### config.mk
export PLATFORM = sky130hd
export DESIGN_NAME = id_ex
export DESIGN_NICKNAME = d
export VERILOG_FILES = /design/src/rtl/id_ex_pkg.sv /design/src/rtl/id_ex_counter.sv /design/src/rtl/id_ex.sv
export SDC_FILE = /design/constraint.sdc
export NUM_CORES = 1
export LEC_CHECK = 0
export CORE_MARGIN = 2
export CORE_UTILIZATION = 25
export CTS_BUF_LIST = sky130_fd_sc_hd__clkbuf_4 sky130_fd_sc_hd__clkbuf_8
export DETAILED_ROUTE_END_ITERATION = 8
export GPL_TIMING_DRIVEN = 0
export PLACE_DENSITY_LB_ADDON = 0.08
export SKIP_LAST_GASP = 1
export SLEW_MARGIN = 20
export SYNTH_ARGS = -nofsm -noshare
export SYNTH_HDL_FRONTEND = slang
export SYNTH_SLANG_ARGS = --single-unit
### constraint.sdc
create_clock -name clk -period 2.7 [get_ports clk]
set_clock_uncertainty 0.2 [all_clocks]
set_input_delay 0.54 -clock clk [delete_from_list [all_inputs] [get_ports clk]]
set_output_delay 0.54 -clock clk [all_outputs]
set_load 0.01 [all_outputs]
### src/rtl/id_ex_pkg.sv
// Shared decode constants for the ID/EX boundary: default control values,
// enable levels and stall-vector bit positions, as used by the decoder.
package id_ex_pkg;

    localparam logic ENABLE  = 1'b1;
    localparam logic DISABLE = 1'b0;

    localparam logic [3:0] DEFAULT_ALUoperation = 4'd0;
    localparam logic [1:0] DEFAULT_ALUdata2Src  = 2'd0;
    localparam logic       DEFAULT_ALUToReg     = DISABLE;
    localparam logic [2:0] DEFAULT_memOp        = 3'd0;
    localparam logic       DEFAULT_MemToReg     = DISABLE;
    localparam logic       DEFAULT_RegWrite     = DISABLE;
    localparam logic [4:0] DEFAULT_WriteRegDst  = 5'd0;

    localparam int unsigned STALL_PC  = 0;
    localparam int unsigned STALL_IF  = 1;
    localparam int unsigned STALL_ID  = 2;
    localparam int unsigned STALL_EX  = 3;
    localparam int unsigned STALL_MEM = 4;
    localparam int unsigned STALL_WB  = 5;

    typedef struct packed {
        logic [3:0] alu_op;
        logic [1:0] alu_src;
        logic       alu_to_reg;
        logic [2:0] mem_op;
        logic       mem_to_reg;
        logic       reg_write;
        logic [4:0] dst;
    } ctrl_t;

    // A bubble must never write back: every writeback enable stays at its default.
    localparam ctrl_t CTRL_BUBBLE = '{
        alu_op:     DEFAULT_ALUoperation,
        alu_src:    DEFAULT_ALUdata2Src,
        alu_to_reg: DEFAULT_ALUToReg,
        mem_op:     DEFAULT_memOp,
        mem_to_reg: DEFAULT_MemToReg,
        reg_write:  DEFAULT_RegWrite,
        dst:        DEFAULT_WriteRegDst
    };

endpackage

### src/rtl/id_ex_counter.sv
// Free-running wrapping event counter with synchronous reset and enable.
module id_ex_counter #(
    parameter int unsigned CNT_W = 32
) (
    input  logic             clk,
    input  logic             rst,
    input  logic             en,
    output logic [CNT_W-1:0] count
);

    always_ff @(posedge clk) begin
        if (rst)
            count <= '0;
        else if (en)
            count <= count + CNT_W'(1);
    end

endmodule

### src/rtl/id_ex.sv
// ID/EX pipeline register: latches decoded operands and control, with hold,
// load-use bubble insertion, flush, and bubble/issue bookkeeping.
module id_ex
    import id_ex_pkg::*;
#(
    parameter int unsigned DATA_W = 32,
    parameter int unsigned CNT_W  = 32
) (
    input  logic              clk,
    input  logic              rst,
    input  logic [5:0]        stall_i,
    input  logic              flush_i,
    input  logic [DATA_W-1:0] pcPlusOne_i,
    input  logic [DATA_W-1:0] regData1_i,
    input  logic [DATA_W-1:0] regData2_i,
    input  logic [DATA_W-1:0] immNumber_i,
    input  logic [3:0]        ALUoperation_i,
    input  logic [1:0]        ALUdata2Src_i,
    input  logic              ALUToReg_i,
    input  logic [2:0]        memOp_i,
    input  logic              MemToReg_i,
    input  logic              RegWrite_i,
    input  logic [4:0]        WriteRegDst_i,
    output logic [DATA_W-1:0] pcPlusOne_o,
    output logic [DATA_W-1:0] regData1_o,
    output logic [DATA_W-1:0] regData2_o,
    output logic [DATA_W-1:0] immNumber_o,
    output logic [3:0]        ALUoperation_o,
    output logic [1:0]        ALUdata2Src_o,
    output logic              ALUToReg_o,
    output logic [2:0]        memOp_o,
    output logic              MemToReg_o,
    output logic              RegWrite_o,
    output logic [4:0]        WriteRegDst_o,
    output logic              valid_o,
    output logic [CNT_W-1:0]  bubbleCount_o,
    output logic [CNT_W-1:0]  issueCount_o
);

    ctrl_t ctrl_q;
    ctrl_t ctrl_in;
    logic  bubble_stall;
    logic  advance;
    logic  unused_stall_bits;

    assign ctrl_in = '{
        alu_op:     ALUoperation_i,
        alu_src:    ALUdata2Src_i,
        alu_to_reg: ALUToReg_i,
        mem_op:     memOp_i,
        mem_to_reg: MemToReg_i,
        reg_write:  RegWrite_i,
        dst:        WriteRegDst_i
    };

    assign bubble_stall = stall_i[STALL_ID] && !stall_i[STALL_EX];
    assign advance      = !stall_i[STALL_ID];
    assign unused_stall_bits = ^{stall_i[STALL_WB], stall_i[STALL_MEM],
                                 stall_i[STALL_IF], stall_i[STALL_PC]};

    // Reset, flush and load-use bubble all load the same bubble contents.
    always_ff @(posedge clk) begin
        if (rst || flush_i || bubble_stall) begin
            pcPlusOne_o <= '0;
            regData1_o  <= '0;
            regData2_o  <= '0;
            immNumber_o <= '0;
            ctrl_q      <= CTRL_BUBBLE;
            valid_o     <= 1'b0;
        end else if (advance) begin
            pcPlusOne_o <= pcPlusOne_i;
            regData1_o  <= regData1_i;
            regData2_o  <= regData2_i;
            immNumber_o <= immNumber_i;
            ctrl_q      <= ctrl_in;
            valid_o     <= 1'b1;
        end
    end

    assign ALUoperation_o = ctrl_q.alu_op;
    assign ALUdata2Src_o  = ctrl_q.alu_src;
    assign ALUToReg_o     = ctrl_q.alu_to_reg;
    assign memOp_o        = ctrl_q.mem_op;
    assign MemToReg_o     = ctrl_q.mem_to_reg;
    assign RegWrite_o     = ctrl_q.reg_write;
    assign WriteRegDst_o  = ctrl_q.dst;

    id_ex_counter #(.CNT_W(CNT_W)) u_bubble_count (
        .clk   (clk),
        .rst   (rst),
        .en    (!flush_i && bubble_stall),
        .count (bubbleCount_o)
    );

    id_ex_counter #(.CNT_W(CNT_W)) u_issue_count (
        .clk   (clk),
        .rst   (rst),
        .en    (!flush_i && advance),
        .count (issueCount_o)
    );

endmodule

==> Word level (Yosys, flattened, before mapping) <==
Index checks and enable logic that the tools add are counted.
{ "totals": {"ff_bits": 210, "in_bits": 154, "output_inout_bits": 210, "elab_cells": 24} }
{ "classes": {"addsub": 2, "n_reduce_logical": 8} }
{ "op_table": {"columns": ["cell", "n"], "rows": [
  ["$add A32 B1 Y32 const B", 2],
  ["$logic_and A1 B1 Y1", 3],
  ["$logic_not A1 Y1", 3],
  ["$logic_or A1 B1 Y1", 2]
]} }

==> Logic depth before layout (Yosys ltp) <==
Gate-level depths: netlist of the first run.
{ "logic_depth": {"depth_word": 3, "mapped_depth": 6, "ltp_nobuf": 5} }

==> By module <==
From an unflattened synthesis of the first run, not the netlist that was laid out.
{ "hier_totals": {"hier_cells": 1012, "area_unflattened_um2": 8795.9} }
{ "modules_own_cells": {"columns": ["mod", "n_inst", "cells_each", "area_per_inst_um2", "seq_area_each_um2"], "rows": [
  ["id_ex", 1, 650, 5667.9, 2922.8],
  ["id_ex_counter", 2, 181, 1564.0, 640.6]
]} }

==> Worst setup path before layout of the first run <==
No wires, ideal clock.
{ "synth_path": {"kind": "input-to-reg", "start": "in stall_i[2]", "end": "reg u_issue_count.count[31]", "setup_time_ns": 0.070, "t_arrival_ns": 2.164, "required_ns": 2.430, "setup_slack_ns": 0.265, "stages": 6, "path_buffers": 2, "path_cell_list": "buf_6 -> and4bb_4 -> or4b_1 -> buf_2 -> or4_1 -> a21oi_1"} }
{ "synth_via": {"elab_chain_cells": 2} }
{ "synth_lines": {"columns": ["element", "line_no", "rtl"], "rows": [
  ["from (decl)", "id_ex.sv:11", "input logic [5:0] stall_i,"],
  ["$logic_not A1 Y1", "id_ex.sv:57", "assign advance = !stall_i[STALL_ID];"],
  ["$logic_and A1 B1 Y1", "id_ex.sv:98", ".en (!flush_i && advance),"],
  ["to (signal assigned)", "id_ex_counter.sv:15", "count <= count + CNT_W'(1);"],
  ["to (decl)", "id_ex_counter.sv:8", "output logic [CNT_W-1:0] count"]
]} }
No other way between the ends.
A chain may end at the register's enable or synchronous reset.

==> Final worst setup path of the first run <==
{ "layout_path": {"start": "in flush_i", "end": "reg u_issue_count.count[31]"} }
{ "layout_via": {"elab_chain_cells": 2} }
{ "layout_lines": {"columns": ["element", "line_no", "rtl"], "rows": [
  ["from (decl)", "id_ex.sv:12", "input logic flush_i,"],
  ["$logic_not A1 Y1", "id_ex.sv:98", null],
  ["$logic_and A1 B1 Y1", "id_ex.sv:98", null]
]} }
No other way between the ends.

==> metrics.md, run 1 <==
| Metric | Value |
|---|---|
| Status | finished clean |
| Slew Limit Fails | 0 |
| Final Hold Viols | 0 |
| PortBufs | 358 |
| CTS clk-pin slew, worst paths | ~0.060 ns |
| Clk Latency, worst-skew pair | around 0.54 ns |
| DR vias | 7518 |
| Critical path arrival | between 2 and 3 ns |
| Clock tree buffer depth | 3 |
| Leakage Power | 4.92 nW |
| Worst slew pin tran | 0.890 ns |
| Max Cap Viol | 0 |
| CP Buf/Inv Count | 2 |
| Gr ovfl total | 0 |
| CTS Hold Bufs | 0 |
| Slowest CP cell | clkdlybuf4s50_1 |
| Finished Layout Cells | ~1700 |
| Period minus WS final | about 2.7 ns |
| # DRC | 0 |
| Area leader, netlist | dfxtp_1 |
| DR WL/cell | 16.9 um |
| Mapped cell area | between 0.008 and 0.009 sq mm |
| Antenna violations before repair | 3 |
| Synth unique cells | 30 |
| Uppermost layer routed | met5 |
| Nets | 1393 |
| Detailed Place HPWL | around 21000 um |
| GPL Wtd Cong | between 0.7 and 0.8 |
| Slew HR | about two fifths |
| Initial core utilization | approximately 25% |
| Most frequent cells in the layout | 358 x clkdlybuf4s50_1, 210 x dfxtp_1, 175 x nor2_1 |
| Post-synthesis register bit count | 210 |
| Type of the most critical hold path | in -> reg |
| DR iter-0 viols | 268 |
| Metal3 WL | between 2000 and 3000 um |
| Crit-path cells | clkdlybuf4s50_1, and4bb_4, or4b_1, buf_2, or4_1, a21oi_1 |
| H-tree Lvls | 2 |
| CP top delay family | simple AND/OR/NAND/NOR gates |
| Share of layout cells above drive strength 1 | under 10% |
| DIE WIDTH | about 180 um |
| CTS buffer count | 42 |
| Dpl cells | ~1600 |
| All-Layer GR Usage | ~16% |
| Warnings from Yosys | 0 |
| Worst Setup Start Kind | primary input |
| Maximum fanout along the worst path | 8 |
| Pre-antenna DRT Iters | 4 |
| P&R area growth vs syn | 61.2% |
| Final setup fails | 0 |
| Highest cell delay on the worst timing path | approximately 0.57 ns |
| Dominant cells by area after synthesis | dfxtp_1 52%, mux2i_1 18%, nor2_1 8.1%, or4_1 2.9%, o31ai_1 2.7% |
| IO Count | about 360 |
| Register area share after synthesis | 51.6% |
| Met1 wire length | between 10000 and 15000 um |
| Routed wire length | approximately 29000 um |
| Worst Path Required | 2.95 ns |
| Fmax achieved | ~380 MHz |
| Placed cell area | roughly 0.012 sq mm |
| Root buffer cell | clkbuf_8 |
| Commonest non-fill, non-tap cell in the layout | clkdlybuf4s50_1 |
| RSZ-0062 raised after global routing | true |
| Die area | 0.0341 sq mm |
| Power per Cell Area | approximately 550 mW/mm^2 |
| Syn Nets | about 990 |
| CTS Sinks | 210 |
| Vias in the first global route | 7513 |
| CTS tree | built |
| Post-CTS setup buffers | 0 |
| Cell area after layout | ~0.013 sq mm |
| Post-CTS sizing | 0 |
| CORE AREA | between 0.03 and 0.04 sq mm |
| Die H | approximately 180 um |
| Share of the synthesized area in the top cell type | 51.6% |
| Global-route wire length before repair | approximately 43000 um |
| ANT nets after route | 0 |
| Critical path endpoint category | register |
| Synth Instances | ~840 |
| Crit share post-route | a little over nine tenths |
| Max rail drop VDD | ~380 uV |
| Std-Cell Rows | between 60 and 70 |
| Vias per cell | 4.40 |
| Largest net degree at the start of global routing | 12 |
| Crit path kind | in -> reg |
| Met2 routed WL | ~13000 um |
| Mean Syn Cell Area | slightly below 10 sq um |
cell families (layout without fill, tap and decap cells):
| logic type | after synthesis | after routing | share of synthesized area [%] |
|---|---|---|---|
| AO/OA/AOI/OAI | 74 | 74 | 5.44 |
| XOR/XNOR | 21 | 21 | 2.26 |
| adder cells (fa/ha/maj) | 2 | 2 | 0.307 |
| buffers and inverters | 61 | 490 | 2.92 |
| flip-flops | 210 | 210 | 51.6 |
| multiplexers | 152 | 152 | 18.8 |
| other | 0 | 1 | 0 |
| AND/OR/NAND/NOR | 315 | 315 | 18.7 |
final cells by class:
type | count | area, sq um
Sequential cell | 210 | 4200
Multi-Input combinational cell | 564 | 3720
Clock inverter | 6 | 38.8
Inverter | 8 | 30.0
Tap cell | 442 | 553
Fill cell | 3211 | 19100
Buffer | 53 | 209
Clock buffer | 65 | 801
Antenna cell | 1 | 2.50
Timing Repair Buffer | 358 | 3580
worst paths after layout:
path | end | from | slack [ns] | cells after the start
setup / recovery | u_issue_count.count[31] | flush_i | 0.04 | 6
setup reg to reg | u_issue_count.count[26] | u_issue_count.count[0] | 0.22 | 5
hold / removal | u_issue_count.count[2] | stall_i[2] | 0.23 | 4
hold reg to reg | valid_o | valid_o | 0.25 | 2
power breakdown:
group / leakage [nW] / internal [mW] / switching [mW]
logic: 2.77 / 0.411 / 0.281
clock network: 0.445 / 1.88 / 1.40
registers: 1.70 / 3.16 / 0.0339
routing by layer:
layer	vias to the layer above	global-route usage [%]
li1	3754	-
met1	3435	19.2
met2	265	26.6
met3	60	6.90
met4	4	5.60
met5	-	0
worst reg2reg max path, cell delays in order (launching register included):
cell,delay [ns]
dfxtp_1,0.43
ha_1,0.19
or3b_1,0.43
or4_4,0.61
or4_1,0.41
a21oi_1,0.15
synthesized netlist by cell type, drive strengths merged:
| master | instances |
|---|---|
| and2 | 2 |
| mux2i | 146 |
| nor4 | 8 |
| xor2 | 16 |
| nand3 | 21 |
| or4 | 32 |
| mux2 | 6 |
| xnor2 | 5 |
| buf | 16 |
| nand2 | 26 |
| and4 | 9 |
| a21oi | 37 |
| nor2b | 6 |
| ha | 2 |
| nor3b | 2 |
| dfxtp | 210 |
| o21ai | 8 |
| clkbuf | 37 |
| and4bb | 1 |
| nand4 | 17 |
| or4b | 1 |
| o31ai | 29 |
| inv | 8 |
| or3b | 1 |
| and3 | 8 |
| or3 | 6 |
| nor2 | 175 |
flip-flops by register name, indices dropped and copies added (netlist names):
register	cells
ALUdata2Src_o	2
ALUoperation_o	4
ALUToReg_o	1
WriteRegDst_o	5
u_issue_count.count	32
immNumber_o	32
MemToReg_o	1
memOp_o	3
pcPlusOne_o	32
regData2_o	32
valid_o	1
u_bubble_count.count	32
RegWrite_o	1
regData1_o	32
stage by stage:
stage	setup WS (ns)	utilization, %	power (mW)	setup TNS [ns]	hold slack (ns)
after floorplan	0.265	-	3.54	0	0.274
after global placement	-0.541	38.0	3.96	-66.91	0.245
after detailed placement	-0.578	38.0	3.97	-70.46	0.251
after CTS	0.00648	40.6	7.33	0	0.247
after global routing	-0.0326	40.7	7.53	-0.0326	0.225
final	0.0392	40.7	7.17	0	0.226
(Power assumes the default switching activity.)
==> inputs of run 2 (changes only) <==
Settings changed: REMOVE_ABC_BUFFERS set to 1.
==> metrics.md, run 2 (synthesis gave the netlist of run 1 again) <==
| Metric | Value |
|---|---|
| Pre-CTS setup slack | -0.661 ns (was -0.578 ns) |
| Max Cap Viol | 0 (unchanged) |
| Slew Limit Fails | 0 (unchanged) |
| Vias per cell | 4.43 (was 4.40) |
| IO Count | 364 (unchanged) |
| Initial core utilization | 25.2% (unchanged) |
| R2R Path Start | u_bubble_count.count[4] (was u_issue_count.count[0]) |
| Critical path arrival | 2.84 ns (was 2.91 ns) |
| Met2 Usage GRT | 25.1% (was 26.6%) |
| RSZ-0062 raised after global routing | false (was true) |
| # DRC | 0 (unchanged) |
| Crit path to | u_issue_count.count[31] (unchanged) |
| Crit path kind | in -> reg (unchanged) |
| ANT nets after route | 0 (unchanged) |
| Placed cell area | 0.0124 sq mm (was 0.0123 sq mm) |
| Leakage Power | 5.02 nW (was 4.92 nW) |
| Most frequent cells in the layout | 357 x clkdlybuf4s50_1, 210 x dfxtp_1, 175 x nor2_1 (was 358 x clkdlybuf4s50_1, 210 x dfxtp_1, 175 x nor2_1) |
| CTS clk-pin slew, worst paths | 0.06 ns (about the same) |
| DIE WIDTH | 185 um (unchanged) |
| Detailed Place HPWL | 19700 um (was 21300 um) |
| Antenna violations before repair | 4 (was 3) |
| Worst slew pin tran | 0.651 ns (was 0.890 ns) |
| DR vias | 7400 (was 7518) |
| Commonest non-fill, non-tap cell in the layout | clkdlybuf4s50_1 (unchanged) |
| Root buffer cell | clkbuf_8 (unchanged) |
| Maximum fanout along the worst path | 8 (unchanged) |
| Die H | 185 um (unchanged) |
| Final setup fails | 0 (unchanged) |
| Fmax achieved | 387 MHz (was 376 MHz) |
| Slew HR | 56.5% (was 40.6%) |
| R2R setup slack | 0.30 ns (was 0.22 ns) |
| R2r endpoint | u_bubble_count.count[20] (was u_issue_count.count[26]) |
| PortBufs | 359 (was 358) |
| Clk Latency, worst-skew pair | 0.52 ns (was 0.54 ns) |
| DR WL/cell | 16.7 um (was 16.9 um) |
| Std-Cell Rows | 66 (unchanged) |
| Setup WS post-layout | 0.119 ns (was 0.0392 ns) |
| Status | finished clean (unchanged) |
| DR iter-0 viols | 300 (was 268) |
| All-Layer GR Usage | 15.8% (was 16.3%) |
| H-tree Lvls | 2 (unchanged) |
| Clock tree buffer depth | 3 (unchanged) |
| Cell area after layout | 0.0133 sq mm (was 0.0131 sq mm) |
| Reg2Reg Depth | 4 (was 5) |
| Final Total Pwr | 7.33 mW (was 7.17 mW) |
| Met3 usage | 7.94% (was 6.90%) |
| Routed wire length | 27800 um (was 28900 um) |
| Met1 Use GR | 18.2% (was 19.2%) |
| CTS Sinks | 210 (unchanged) |
| CTS buffer count | 41 (was 42) |
| P&R area growth vs syn | 63.1% (was 61.2%) |
| Global-route wire length before repair | 41900 um (was 43000 um) |
| CTS tree | built (unchanged) |
| Hold wc startpoint | rst (was stall_i[2]) |
| Period minus WS final | 2.58 ns (was 2.66 ns) |
| CP startpoint | flush_i (unchanged) |
| WHS | 0.125 ns (was 0.226 ns) |
| Post-CTS setup buffers | 0 (unchanged) |
| Grt peak-use layer | met2 (unchanged) |
| Worst Path Required | 2.96 ns (was 2.95 ns) |
| Type of the most critical hold path | in -> reg (unchanged) |
| Largest net degree at the start of global routing | 65 (was 12) |
| Fin util | 41.2% (was 40.7%) |
| Gr ovfl total | 0 (unchanged) |
| Share of layout cells above drive strength 1 | 7.91% (was 6.65%) |
| GPL Wtd Cong | 0.712 (was 0.745) |
| Crit share post-route | 95.6% (was 98.5%) |
| Fillers | 3179 (was 3211) |
| Critical path endpoint category | register (unchanged) |
| Worst Setup Start Kind | primary input (unchanged) |
| Max rail drop VDD | 434 uV (was 381 uV) |
| Pre-antenna DRT Iters | 6 (was 4) |
| Final Hold Viols | 0 (unchanged) |
| Power per Cell Area | 552 mW/mm^2 (was 546 mW/mm^2) |
| CORE AREA | 0.0323 sq mm (unchanged) |
| Die area | 0.0341 sq mm (unchanged) |
| Nets | 1352 (was 1393) |
| Vias in the first global route | 7357 (was 7513) |
-- run 2: cell count changes in the layout (fill, tap and decap cells not counted), moves of 2 or more --
cell / before / now
clkbuf_1: 36 / 0
buf_1: 14 / 0
buf_16: 0 / 9
clkbuf_4: 15 / 19
buf_4: 0 / 2
clkinv_2: 3 / 1
clkinvlp_4: 2 / 0
-- run 2: repair_timing --
item / 4_1_cts / 5_1_grt
hold endpoints to repair: 0 / 0
cloned: 0 / 2
resized for setup: 1 / 0
hold buffers: 0 / 0
endpoints found under the setup margin: 5 / 16
pin swaps: 0 / 1
-- run 2: metrics by stage --
step,setup TNS (ns),cells
after global routing,0,1668
after floorplan,-875.09,782
after detailed placement,-30.23,1593
after CTS,0,1666
final,0,1670
after global placement,-3461.72,1583
-- run 2: how the worst min path moves through the flow --
stage,to,slack [ns],cells past startpoint
after CTS,u_issue_count.count[16],0.09,2
after global placement,u_bubble_count.count[31],0.26,2
after global routing,u_issue_count.count[15],0.10,2
after floorplan,valid_o,0.27,2
after detailed placement,valid_o,0.26,2
final,u_issue_count.count[16],0.13,2
-- run 2: metal layers --
layer / up-vias / part of all wire (%) / wire [um]
met1: 3389 / 40 / 11100
met5: - / 0.083 / 23
met4: 4 / 2.7 / 750
li1: 3674 / - / -
met3: 58 / 11 / 3170
met2: 275 / 46 / 12800
-- run 2: layout make-up --
cell class / instances / area [sq um] / share of cell area (%)
Timing Repair Buffer: 370 / 3880 / 29.2
Multi-Input combinational cell: 565 / 3730 / 28.1
Inverter: 8 / 30.0 / 0.226
Tap cell: 442 / 553 / 4.16
Sequential cell: 210 / 4200 / 31.6
Clock inverter: 4 / 55.1 / 0.414
Clock buffer: 69 / 831 / 6.25
Antenna cell: 2 / 5.00 / 0.0377
-- run 2: worst max-delay path, cell delays in order --
cell and delay (ns):
clkdlybuf4s50_1 0.53, and4bb_4 0.46, or4b_1 0.62, or4_1 0.55, a21oi_1 0.14
-- run 2: power by group --
group          leakage [nW]  switching, mW  internal, mW  total (mW)
clock                 0.476           1.39          2.03        3.42
combinational          2.85          0.274         0.438       0.711
sequential             1.70         0.0339          3.16        3.20
==> RTL edit 1: new RTL, flow settings as in run 2 <==
`DATA_W`: 32 -> 48.
--- a/src/rtl/id_ex.sv
+++ b/src/rtl/id_ex.sv
@@ -3,7 +3,7 @@
 module id_ex
     import id_ex_pkg::*;
 #(
-    parameter int unsigned DATA_W = 32,
+    parameter int unsigned DATA_W = 48,
     parameter int unsigned CNT_W  = 32
 ) (
     input  logic              clk,
Interface: changed (8 resized); port bits go from 364 to 492. The function was not compared with the original's and may differ.
==> RTL edit 1 against run 2 <==
  * Cell area increased by 29%
  * Routed wire length rose by 39%
  * First-iteration DRC count down 6.0%
  * Area after synthesis increased by 27%
  * Power is 31% higher
  * Sequential cell count up 64
  * Setup slack improved by 4.8 ps
  * Critical path depth grew 2
  * Highest routed layer unchanged
==> RTL edit 1: results (changes against run 2) <==
Global-route wire length before repair: 57,800 µm (was 41,900 µm)
Met2 wire length: 18,600 µm (was 12,800 µm)
Met1 Use GR: 0.182 (about the same)
Number of DRC violations after detailed-routing iteration 0: 282 (was 300)
Detailed placer's ending HPWL: 28,300 µm (was 19,700 µm)
Top metal layer carrying routed signals: met5 (unchanged)
Number of clock buffers inserted by TritonCTS: 51 (was 41)
Share of final-layout standard cells stronger than drive strength 1: 0.0763 (was 0.0791)
Classification of the worst-slack hold path: in -> reg (unchanged)
Critical Path Fanout Max: 68 (was 8)
Reported leakage power: 6.69 nW (was 5.02 nW)
Met3 usage: 0.0902 (was 0.0794)
Clock-pin slew on the worst setup and hold paths: 60 ps (about the same)
Placed cell count: 1,994 (was 1,593)
Initial antenna violation count: 9 (was 4)
Minimum setup slack after placement: -1400 ps (was -661 ps)
Number of cells produced by synthesis: 1,030 (was 835)
Number of global-route vias before repair: 9,557 (was 7,357)
GRT met2 Usage: 0.293 (was 0.251)
Wire length on met3: 4390 µm (was 3170 µm)
Count of non-filler cells in the finished layout: 2,095 (was 1,670)
Routed length on met1: 14,400 µm (was 11,100 µm)
First drt pass iteration count: 4 (was 6)
DP Area: 16,000 µm² (was 12,400 µm²)
Routability cong.: 0.763 (was 0.712)
Most used standard cells in the synthesized netlist: 274 x sky130_fd_sc_hd__dfxtp_1, 236 x sky130_fd_sc_hd__nor2_1, 210 x sky130_fd_sc_hd__mux2i_1 (was 210 x sky130_fd_sc_hd__dfxtp_1, 175 x sky130_fd_sc_hd__nor2_1, 146 x sky130_fd_sc_hd__mux2i_1)
Total track usage: 0.173 (was 0.158)
Actual transition at the worst max-transition pin: 684 ps (was 651 ps)
WL per Instance: 18.5 µm (was 16.7 µm)
Ranking of synthesized cells by area: sky130_fd_sc_hd__dfxtp_1 53%, sky130_fd_sc_hd__mux2i_1 20%, sky130_fd_sc_hd__nor2_1 8.6% (was sky130_fd_sc_hd__dfxtp_1 52%, sky130_fd_sc_hd__mux2i_1 18%, sky130_fd_sc_hd__nor2_1 8.1%)
Register area share after synthesis: 0.531 (was 0.516)
IO buf count: 487 (was 359)
Clock Latency Late Sink: 600 ps (was 520 ps)
Number of distinct library cells after synthesis: 36 (was 30)
Worst VDD drop: 0.000316 V (was 0.000434 V)
Routed vias/inst: 4.47 (was 4.43)
Number of nets in the finished design: 1,740 (was 1,352)
Largest net degree at the start of global routing: 72 (was 65)
Result of the run: completed (unchanged)
WP data arrival: 2850 ps (was 2840 ps)
## RTL edit 1: repair_timing
action / in CTS / in global routing
cloned: 1 / 1
buffers inserted: 2 / 0
hold buffers: 1 / 0
gates resized for setup: 2 / 0
endpoints found under the hold margin: 6 / 0
endpoints found under the setup margin: 23 / 9
pin swaps: 1 / 1
## RTL edit 1: power by group
group,switching [mW],total (mW),internal (mW)
Clock,1.83,4.39,2.56
Sequential,0.0477,4.18,4.13
Combinational,0.389,1.01,0.624
## RTL edit 1: layout make-up
cell class              instances  area [µm²]
inverters                       8        30.0
repair buffers                504        5290
flip-flops and latches        274        5490
diodes                          3        7.51
fillers                      3938       23700
multi-input cells             681        4560
well taps                     532         666
clock inverters                 4        26.3
clock buffers                  89        1110
## RTL edit 1: path summary, 6_finish.rpt
check / startpoint / endpoint / depth (start not counted) / slack [ps]
hold reg to reg: valid_o / valid_o / 2 / 250
setup reg to reg: u_issue_count.count[0] / u_issue_count.count[22] / 5 / 260
hold / removal: stall_i[2] / valid_o / 2 / 90
setup / recovery: stall_i[2] / u_bubble_count.count[28] / 7 / 120
## RTL edit 1: cells by family after synthesis
logic type      count (synthesis)  synth area share
buf+inv                        77            0.0316
mux                           213             0.207
xor+xnor                       20            0.0169
simple gates                  362             0.165
compound gates                 82            0.0465
flops                         274             0.531
fa+ha+maj                       2           0.00242
## RTL edit 1: critical path, cell delays in order
cell,delay (ps)
sky130_fd_sc_hd__buf_8,240
sky130_fd_sc_hd__buf_16,390
sky130_fd_sc_hd__nor3b_4,340
sky130_fd_sc_hd__buf_4,180
sky130_fd_sc_hd__nand4_1,480
sky130_fd_sc_hd__o31ai_1,450
sky130_fd_sc_hd__a21oi_1,100
==> RTL edit 2: new RTL, settings of run 2 <==
Without the edit above. Register the output `bubbleCount_o`, without a reset; this adds one clock of latency there. The other outputs are not delayed to match.
--- a/src/rtl/id_ex.sv
+++ b/src/rtl/id_ex.sv
@@ -36,6 +36,8 @@
     output logic [CNT_W-1:0]  bubbleCount_o,
     output logic [CNT_W-1:0]  issueCount_o
 );
+
+    logic [CNT_W-1:0] bubbleCount_d;
 
     ctrl_t ctrl_q;
     ctrl_t ctrl_in;
@@ -89,7 +91,7 @@
         .clk   (clk),
         .rst   (rst),
         .en    (!flush_i && bubble_stall),
-        .count (bubbleCount_o)
+        .count (bubbleCount_d)
     );
 
     id_ex_counter #(.CNT_W(CNT_W)) u_issue_count (
@@ -99,5 +101,9 @@
         .count (issueCount_o)
     );
 
+    always_ff @(posedge clk) begin
+        bubbleCount_o <= bubbleCount_d;
+    end
+
 endmodule
 
Check against the original RTL: not equivalent (Yosys sat finds a counterexample within 4 cycles, from zero or initial values and one cycle with rst high).
==> RTL edit 2 against run 2 <==
  * Critical endpoint is now u_issue_count.count[20]
  * Routed wire length rose by 2.2%
  * Sequential cell count increased by 32
  * Critical path type unchanged
  * Count of clock-buffer cells in the layout grew 7
  * Synthesized cell count increased by 4.0%
  * Largest cell class unchanged
  * Sequential power rose by 15%
  * Power increased by 11%
  * Cell area grew 5.3%
  * Setup slack improved by 26 ps
  * Area after synthesis is 7.9% higher
==> RTL edit 2: results (changes against run 2) <==
Worst Hold Margin: 147 ps (was 125 ps)
Number of clock buffers inserted by TritonCTS: 45 (was 41)
Share of the synthesized area in compound gates (AO/OA/AOI/OAI): 0.0423 (was 0.0544)
Actual transition at the worst max-transition pin: 591 ps (was 651 ps)
Number of distinct library cells after synthesis: 35 (was 30)
Met1 Use GR: 0.168 (was 0.182)
Count of non-filler cells in the finished layout: 1,727 (was 1,670)
Most used standard cells in the synthesized netlist: 242 x sky130_fd_sc_hd__dfxtp_1, 182 x sky130_fd_sc_hd__nor2_1, 146 x sky130_fd_sc_hd__mux2i_1 (was 210 x sky130_fd_sc_hd__dfxtp_1, 175 x sky130_fd_sc_hd__nor2_1, 146 x sky130_fd_sc_hd__mux2i_1)
First drt pass iteration count: 4 (was 6)
Critical Path Fanout Max: 13 (was 8)
Number of filler cells placed in the layout: 3,447 (was 3,179)
Number of cells produced by synthesis: 868 (was 835)
Placed cell count: 1,642 (was 1,593)
Routed wire length: 28,400 µm (was 27,800 µm)
Cell with the largest stage delay on the worst path: sky130_fd_sc_hd__or4b_2 (was sky130_fd_sc_hd__or4b_1)
Register area share after synthesis: 0.551 (was 0.516)
GRT met2 Usage: 0.260 (was 0.251)
Post-synthesis share of cell area spent on full adders, half adders and majority gates: 0.00285 (was 0.00307)
Wire length on met3: 2280 µm (was 3170 µm)
R2r endpoint: u_issue_count.count[20] (was u_bubble_count.count[20])
Share of final-layout standard cells stronger than drive strength 1: 0.0874 (was 0.0791)
Routability cong.: 0.746 (was 0.712)
Global-route wire length before repair: 42,600 µm (was 41,900 µm)
Met2 wire length: 14,000 µm (was 12,800 µm)
Endpoint, Worst Hold: u_issue_count.count[12] (was u_issue_count.count[16])
Ranking of synthesized cells by area: sky130_fd_sc_hd__dfxtp_1 55%, sky130_fd_sc_hd__mux2i_1 17%, sky130_fd_sc_hd__nor2_1 7.8% (was sky130_fd_sc_hd__dfxtp_1 52%, sky130_fd_sc_hd__mux2i_1 18%, sky130_fd_sc_hd__nor2_1 8.1%)
Number of DRC violations after detailed-routing iteration 0: 174 (was 300)
Switching part of the total: 0.229 (was 0.232)
Clock Latency Late Sink: 570 ps (was 520 ps)
Routed length on met1: 11,300 µm (was 11,100 µm)
Met3 usage: 0.0540 (was 0.0794)
Routed vias/inst: 4.33 (was 4.43)
Result of the run: completed (unchanged)
RTL edit 2: changes by cell type after synthesis, sizes merged, moves of 7 or more:
cell,run 2,this run
o21ai,8,17
o31ai,29,15
clkbuf,37,30
nor2,175,182
dfxtp,210,242
nor3,0,10
or4,32,18
or3,6,17
RTL edit 2: timing repair:
item,CTS,global route
hold endpoints to repair,0,0
endpoints found under the setup margin,4,0
buffers inserted,2,0
RTL edit 2: metrics by stage:
| stage | cell area, µm² | power, mW | setup WS, ps | util |
|---|---|---|---|---|
| floorplan | 8590 | 3.97 | -5980 | - |
| CTS | 14000 | 8.32 | 142 | 0.404 |
| global placement | 12800 | 4.57 | -20330 | 0.368 |
| global route | 14000 | 8.51 | 47.1 | 0.404 |
| detailed placement | 13000 | 4.46 | -786 | 0.375 |
| finish | 14000 | 8.13 | 146 | 0.404 |
RTL edit 2: cell type report:
class	instances	area (µm²)	share of cell area
well taps	455	569	0.0407
inverters	9	33.8	0.00241
diodes	2	5.00	0.000358
clock buffers	76	946	0.0676
clock inverters	5	28.8	0.00206
multi-input cells	568	3720	0.266
flip-flops and latches	242	4840	0.346
repair buffers	370	3840	0.275
RTL edit 2: worst max path at each step:
| stage | startpoint | end | slack [ps] |
|---|---|---|---|
| 2_1_floorplan | stall_i[2] | ALUToReg_o | -5980 |
| 3_3_place_gp | stall_i[2] | ALUToReg_o | -20330 |
| 3_5_place_dp | stall_i[2] | u_bubble_count.count[28] | -790 |
| 4_1_cts | u_issue_count.count[0] | u_issue_count.count[20] | 140 |
| 5_1_grt | u_issue_count.count[0] | u_issue_count.count[20] | 50 |
| 6_report | flush_i | u_issue_count.count[20] | 150 |
